--- src/rtl/tipi_rpi_link_if.sv ---
// Command/response handshake between a requester and the TIPI serial link master.
interface tipi_rpi_link_if;
    logic       cmd_valid;
    logic       cmd_ready;
    logic [1:0] cmd_sel;
    logic [7:0] cmd_wdata;
    logic       rsp_valid;
    logic [7:0] rsp_rdata;

    modport master (
        output cmd_valid, cmd_sel, cmd_wdata,
        input  cmd_ready, rsp_valid, rsp_rdata
    );

    modport slave (
        input  cmd_valid, cmd_sel, cmd_wdata,
        output cmd_ready, rsp_valid, rsp_rdata
    );
endinterface

--- src/rtl/tipi_rpi_link.sv ---
// Serial link master toward the TIPI register block: one byte per command over r_clk/r_le/r_dout/r_din.
// Defining TIPI_LINK_POLL_EN adds background TC polling (poll_en, tc_value, tc_changed).
module tipi_rpi_link #(
    parameter int HALF_PERIOD = 4
) (
    input  logic           clk,
    input  logic           reset_n,
    tipi_rpi_link_if.slave bus,
`ifdef TIPI_LINK_POLL_EN
    input  logic           poll_en,
    output logic [7:0]     tc_value,
    output logic           tc_changed,
`endif
    output logic           r_clk,
    output logic           r_le,
    output logic           r_rt,
    output logic           r_cd,
    output logic           r_dout,
    input  logic           r_din
);
    typedef enum logic [2:0] {IDLE, SETUP, PULSE_HI, PULSE_LO, DONE} state_t;

    localparam logic [7:0] LAST_CNT   = 8'(HALF_PERIOD - 1);
    localparam logic [3:0] LAST_PULSE = 4'd8;

    state_t     state, state_nxt;
    logic [7:0] cnt, cnt_nxt;
    logic [3:0] pulse, pulse_nxt;
    logic       ready_q, rsp_valid_q, intl, read_q;
    logic [7:0] rsp_rdata_q, wdata_q, shreg, shreg_nxt;
    logic       din_p0, din_p1;
    logic       start, start_int, go, phase_end, sample;
    logic [1:0] sel_go;
    logic [7:0] wdata_go;

    // Reads load on pulse 0; writes shift eight data pulses and latch on pulse 8.
    function automatic logic pulse_le(input logic rd, input logic [3:0] k);
        return rd ? (k == 4'd0) : (k == 4'd8);
    endfunction

    function automatic logic pulse_dout(input logic rd, input logic [7:0] wd, input logic [3:0] k);
        if (rd || k > 4'd7) return 1'b0;
        return wd[3'd7 - k[2:0]];
    endfunction

    assign phase_end = (cnt == LAST_CNT);
    assign shreg_nxt = {shreg[6:0], din_p1};
    assign go        = start | start_int;
    assign sel_go    = start ? bus.cmd_sel : 2'b10;
    assign wdata_go  = start ? bus.cmd_wdata : 8'h00;

    always_comb begin
        state_nxt = state;
        cnt_nxt   = cnt;
        pulse_nxt = pulse;
        start     = 1'b0;
        start_int = 1'b0;
        sample    = 1'b0;
        case (state)
            IDLE: begin
                cnt_nxt   = '0;
                pulse_nxt = '0;
                if (ready_q && bus.cmd_valid) begin
                    start     = 1'b1;
                    state_nxt = SETUP;
                end
`ifdef TIPI_LINK_POLL_EN
                else if (ready_q && poll_en) begin
                    start_int = 1'b1;
                    state_nxt = SETUP;
                end
`endif
            end
            SETUP, PULSE_HI: begin
                cnt_nxt = cnt + 8'd1;
                if (phase_end) begin
                    cnt_nxt   = '0;
                    state_nxt = (state == SETUP) ? PULSE_HI : PULSE_LO;
                end
            end
            PULSE_LO: begin
                cnt_nxt = cnt + 8'd1;
                if (phase_end) begin
                    cnt_nxt = '0;
                    sample  = read_q && (pulse != 4'd0);
                    if (pulse == LAST_PULSE) begin
                        state_nxt = DONE;
                    end else begin
                        pulse_nxt = pulse + 4'd1;
                        state_nxt = PULSE_HI;
                    end
                end
            end
            DONE:    state_nxt = IDLE;
            default: state_nxt = IDLE;
        endcase
    end

    always_ff @(posedge clk or negedge reset_n) begin
        if (!reset_n) begin
            state <= IDLE;
            cnt   <= '0;
            pulse <= '0;
        end else begin
            state <= state_nxt;
            cnt   <= cnt_nxt;
            pulse <= pulse_nxt;
        end
    end

    // r_din synchronizer: din_p1 is the first usable copy.
    always_ff @(posedge clk or negedge reset_n) begin
        if (!reset_n) begin
            din_p0 <= 1'b0;
            din_p1 <= 1'b0;
        end else begin
            din_p0 <= r_din;
            din_p1 <= din_p0;
        end
    end

    always_ff @(posedge clk or negedge reset_n) begin
        if (!reset_n) begin
            ready_q     <= 1'b0;
            rsp_valid_q <= 1'b0;
            rsp_rdata_q <= '0;
            intl        <= 1'b0;
            read_q      <= 1'b0;
            wdata_q     <= '0;
            shreg       <= '0;
            r_clk       <= 1'b0;
            r_le        <= 1'b0;
            r_dout      <= 1'b0;
            r_rt        <= 1'b0;
            r_cd        <= 1'b0;
`ifdef TIPI_LINK_POLL_EN
            tc_value    <= '0;
            tc_changed  <= 1'b0;
`endif
        end else begin
            ready_q <= (state_nxt == IDLE);
            r_clk   <= (state_nxt == PULSE_HI);
            // r_le/r_dout move only as r_clk falls, a full low phase ahead of the next rise.
            if (go) begin
                intl    <= start_int;
                read_q  <= sel_go[1];
                wdata_q <= wdata_go;
                r_rt    <= sel_go[1];
                r_cd    <= sel_go[0];
                r_le    <= pulse_le(sel_go[1], 4'd0);
                r_dout  <= pulse_dout(sel_go[1], wdata_go, 4'd0);
            end else if (state == PULSE_HI && phase_end) begin
                r_le    <= pulse_le(read_q, pulse + 4'd1);
                r_dout  <= pulse_dout(read_q, wdata_q, pulse + 4'd1);
            end
            if (sample) shreg <= shreg_nxt;
            rsp_valid_q <= (state_nxt == DONE) && !intl;
            if (state_nxt == DONE && !intl) rsp_rdata_q <= read_q ? shreg_nxt : 8'h00;
`ifdef TIPI_LINK_POLL_EN
            tc_changed <= 1'b0;
            if (state_nxt == DONE && read_q && !r_cd && shreg_nxt != tc_value) begin
                tc_value   <= shreg_nxt;
                tc_changed <= 1'b1;
            end
`endif
        end
    end

    assign bus.cmd_ready = ready_q;
    assign bus.rsp_valid = rsp_valid_q;
    assign bus.rsp_rdata = rsp_rdata_q;
endmodule

--- src/flat_wrapper.sv ---
// flat-port wrapper written by rule: the top's interface ports become plain ports
module tipi_rpi_link_flat 
#(
    parameter int HALF_PERIOD = 4
)
  (clk, reset_n, r_clk, r_le, r_rt, r_cd, r_dout, r_din, bus_cmd_valid, bus_cmd_sel, bus_cmd_wdata, bus_cmd_ready, bus_rsp_valid, bus_rsp_rdata);
  tipi_rpi_link_if bus_i ();
  input  logic clk;
  input  logic reset_n;
  output logic r_clk;
  output logic r_le;
  output logic r_rt;
  output logic r_cd;
  output logic r_dout;
  input  logic r_din;
  input wire logic [$bits(bus_i.cmd_valid)-1:0] bus_cmd_valid;
  input wire logic [$bits(bus_i.cmd_sel)-1:0] bus_cmd_sel;
  input wire logic [$bits(bus_i.cmd_wdata)-1:0] bus_cmd_wdata;
  output wire logic [$bits(bus_i.cmd_ready)-1:0] bus_cmd_ready;
  output wire logic [$bits(bus_i.rsp_valid)-1:0] bus_rsp_valid;
  output wire logic [$bits(bus_i.rsp_rdata)-1:0] bus_rsp_rdata;
  assign bus_i.cmd_valid = bus_cmd_valid;
  assign bus_i.cmd_sel = bus_cmd_sel;
  assign bus_i.cmd_wdata = bus_cmd_wdata;
  assign bus_cmd_ready = bus_i.cmd_ready;
  assign bus_rsp_valid = bus_i.rsp_valid;
  assign bus_rsp_rdata = bus_i.rsp_rdata;
  tipi_rpi_link #(.HALF_PERIOD(HALF_PERIOD)) u_core (.clk(clk), .reset_n(reset_n), .bus(bus_i), .r_clk(r_clk), .r_le(r_le), .r_rt(r_rt), .r_cd(r_cd), .r_dout(r_dout), .r_din(r_din));
endmodule
--- config.mk ---
export PLATFORM = sky130hd
export DESIGN_NAME = tipi_rpi_link_flat
export DESIGN_NICKNAME = d
export VERILOG_FILES = /design/src/rtl/tipi_rpi_link_if.sv /design/src/rtl/tipi_rpi_link.sv /design/src/flat_wrapper.sv
export SDC_FILE = /design/constraint.sdc
export NUM_CORES = 1
export LEC_CHECK = 0
export ABC_AREA = 0
export CORE_ASPECT_RATIO = 0.7
export CORE_MARGIN = 3
export CORE_UTILIZATION = 55
export DETAILED_ROUTE_END_ITERATION = 10
export DONT_BUFFER_PORTS = 1
export GPL_ROUTABILITY_DRIVEN = 0
export PLACE_DENSITY = 0.81
export SETUP_SLACK_MARGIN = 0.2
export SYNTH_ARGS = -nofsm -noshare
export SYNTH_HDL_FRONTEND = slang
export SYNTH_SLANG_ARGS = --single-unit
--- constraint.sdc ---
create_clock -name clk -period 2 [get_ports clk]
set_input_delay 0.3 -clock clk [delete_from_list [all_inputs] [get_ports clk]]
set_output_delay 0.3 -clock clk [all_outputs]
set_load 0.01 [all_outputs]
==> impl_results.md <==
- CTS max path bufs: 2
- Iter 0 DRT Violations: 102
- Critical Path RT: 2190 ps
- FP Rows: 18
- TNS Setup: 0 ps
- Avg Inst Size Synth: 10.7 um2
- Fin crit period: 1780 ps
- Layout Utilization: 0.699
- Initial antenna violation count: 0
- Max_cap viols: 0
- CTS sink cnt: 47
- CTS clk-pin slew, worst paths: 80 ps
- Register area share after synthesis: 0.534
- Register area: 1180 um2
- Final setup fails: 0
- Post-Place Cells: 255
- Critical Path Start Type: flop
- Drt drc: 0
- Pre-Repair DR Iteration Count: 4
- Largest stage delay, worst path: 460 ps
- Initial Util: 0.600
- Commonest non-fill, non-tap cell in the layout: dfrtp_1
- Final nets: 237
- Arr. time, crit path: 1970 ps
- Static Leak: 1.19 nW
- Pwr dens: 691 nW/um2
- Synth Warn #: 0
- Detail-routed via count per cell: 5.83
- DIE AREA: 4810 um2
- Most frequent cells in the layout: 45 x dfrtp_1, 34 x nand2_1, 14 x nand3_1, 14 x o21ai_0, 12 x buf_4
- CP endpoint kind: flop
- Port bufs: 0
- Hold path startpoint: r_din
- Status: complete, no violations
- Layout Cells excl Fill: 271
- Total CTS buffers: 5
- Tcrit/Tclk final: 0.891
- Final Hold Vio Count: 0
- Max frequency: 0.561 GHz
- Hpwl dp: 2990 um
- Root Driver: clkbuf_8
- Share of layout cells above drive strength 1: 0.208
- Routed Antenna Nets: 0
- Aggregate global-route resource usage: 0.195
- Worst-skew pair later-pin latency: 300 ps
- Pins Over Slew Limit: 0
- Mapped Cells: 206
- Worst rel slew slack: 0.707
- Hold depth: 0
- Multi-input gate area: 995 um2
- Ports: 29
- Hold WS: 24.2 ps
- Routed WL: 4440 um
- # H-tree levels: 2
- Netlist Area Pre-Place: 2200 um2
- Clock skew: 6.80 ps
- Core area: 3670 um2
- Fill cells: 245
- RSZ-0062 raised after global routing: true
- CTS tree: done
- Syn nets: 223
- Die X: 81.7 um
- Depth of the worst register-to-register path: 5
- HP Class: in -> reg
- Count of cell types in the netlist: 41
- RR Startpoint: u_core.cnt[5]
- Setup CP Type: reg -> reg
- Highest-delay cell along the critical path: dfrtp_2
- Synth Register Bits: 47
- Worst hold endpoint: u_core.din_p0
- Largest net degree at the start of global routing: 48
- Vias in the first global route: 1,563
- Crit path max fanout: 7
- Die Y: 59.0 um
- Reg-to-Reg End: u_core.shreg[3]
- Peak VDD IR: 0.000365 V
- Via count: 1,581
- DR WL/cell: 16.4 um
- R2r setup slk: 220 ps
- Slew @ Worst Pin: 436 ps
- # diodes: 0
- Total global routing overflow: 0
- Cell Chain, Critical Path: nor4_4 -> nand2_2 -> nor3_4 -> buf_6 -> mux2_4
- Area delta synth->final: 16.5%
- First-pass GRT wire length: 7000 um
-- worst max path at each step --
stage | from | endpoint | cells after the start
3_5_place_dp | u_core.cnt[5] | u_core.shreg[3] | 4
5_1_grt | u_core.cnt[5] | u_core.pulse[2] | 4
3_3_place_gp | u_core.cnt[5] | u_core.shreg[6] | 4
4_1_cts | u_core.cnt[4] | u_core.shreg[3] | 5
2_1_floorplan | u_core.cnt[0] | u_core.shreg[0] | 5
6_report | u_core.cnt[5] | u_core.shreg[3] | 5
-- critical path, delay by kind of cell, from the launching register on --
kind                   cells  cell delay, ps
and+or+nand+nor            3             770
DFF                        1             460
muxes                      1             300
buffers and inverters      1             160
-- where the power goes --
part           switching (W)  internal [W]  leakage, nW
Clock               0.000297      0.000499       0.0654
Sequential        0.00000130      0.000951        0.624
Combinational      0.0000181    0.00000751        0.497
Total               0.000316       0.00146         1.19
-- stage by stage --
step	area (um2)	setup WS, ps	power, W
after detailed placement	2290	115	0.000972
after floorplan	2200	214	0.000972
after global routing	2570	145	0.00184
after global placement	2290	189	0.000972
after CTS	2480	203	0.00179
final	2570	217	0.00177
-- cell usage after synthesis (all sizes together) --
library cell,n,share of area
or4,1,0.0034
xor3,1,0.011
xnor2,2,0.0080
nand3b,2,0.0068
nand2b,3,0.0085
nand4,1,0.0028
o21bai,1,0.0034
nor3,3,0.012
mux4,2,0.020
nand3,14,0.032
inv,10,0.017
dfrtp,47,0.53
a22o,4,0.016
ha,3,0.017
nand2,35,0.061
and3b,2,0.0080
and2,3,0.0091
nor2b,2,0.0057
nor4b,1,0.0040
o41ai,2,0.0080
mux2,9,0.046
a41oi,1,0.0040
and4,2,0.0091
and4b,1,0.0045
a211oi,3,0.010
a21o,2,0.0068
nor3b,1,0.0057
nand4b,3,0.012
a31oi,2,0.0057
xor2,2,0.0080
mux2i,3,0.014
o21ai,15,0.034
nor2,6,0.010
clkbuf,7,0.012
a21oi,4,0.0091
nor4,1,0.0097
and3,2,0.0057
buf,3,0.0068
-- final cells by class --
| type | instances | share of cell area |
|---|---|---|
| sequential | 47 | 0.459 |
| multi-input combinational | 139 | 0.387 |
| timing repair buffer | 17 | 0.0629 |
| clock buffer | 6 | 0.0283 |
| tap | 50 | 0.0244 |
| clock inverter | 2 | 0.0234 |
| inverter | 10 | 0.0146 |
-- state kept, by name (all words and copies together), names as in the netlist, 3 cells and up --
signal and count:
u_core.state 3, u_core.bus.rsp_rdata 8, u_core.shreg 7, u_core.pulse 4, u_core.cnt 8, u_core.wdata_q 8
-- cell families (layout without fill, tap and decap cells) --
family	after synthesis	count (layout)	synth area share
simple gates	83	83	0.210
flops	47	47	0.534
compound gates	34	34	0.0971
buf+inv	20	35	0.0358
mux	14	14	0.0801
xor+xnor	5	5	0.0267
fa+ha+maj	3	3	0.0170
-- per-layer routing --
metal | track usage | wire length (um) | vias to the layer above | share of wire
met5 | 0 | 0 | - | 0
met1 | 0.243 | 2020 | 787 | 0.45
met4 | 0.107 | 87 | 0 | 0.020
met2 | 0.307 | 2130 | 37 | 0.48
li1 | - | - | 746 | -
met3 | 0.0566 | 208 | 11 | 0.047
-- timing repair --
item / CTS / global route
endpoints found under the hold margin: 47 / 0
gates resized for setup: 1 / 17
endpoints found under the setup margin: 8 / 24
buffers inserted: 2 / 4
pin swaps: 2 / 5
hold buffers: 2 / 0
(Power assumes the default switching activity.)
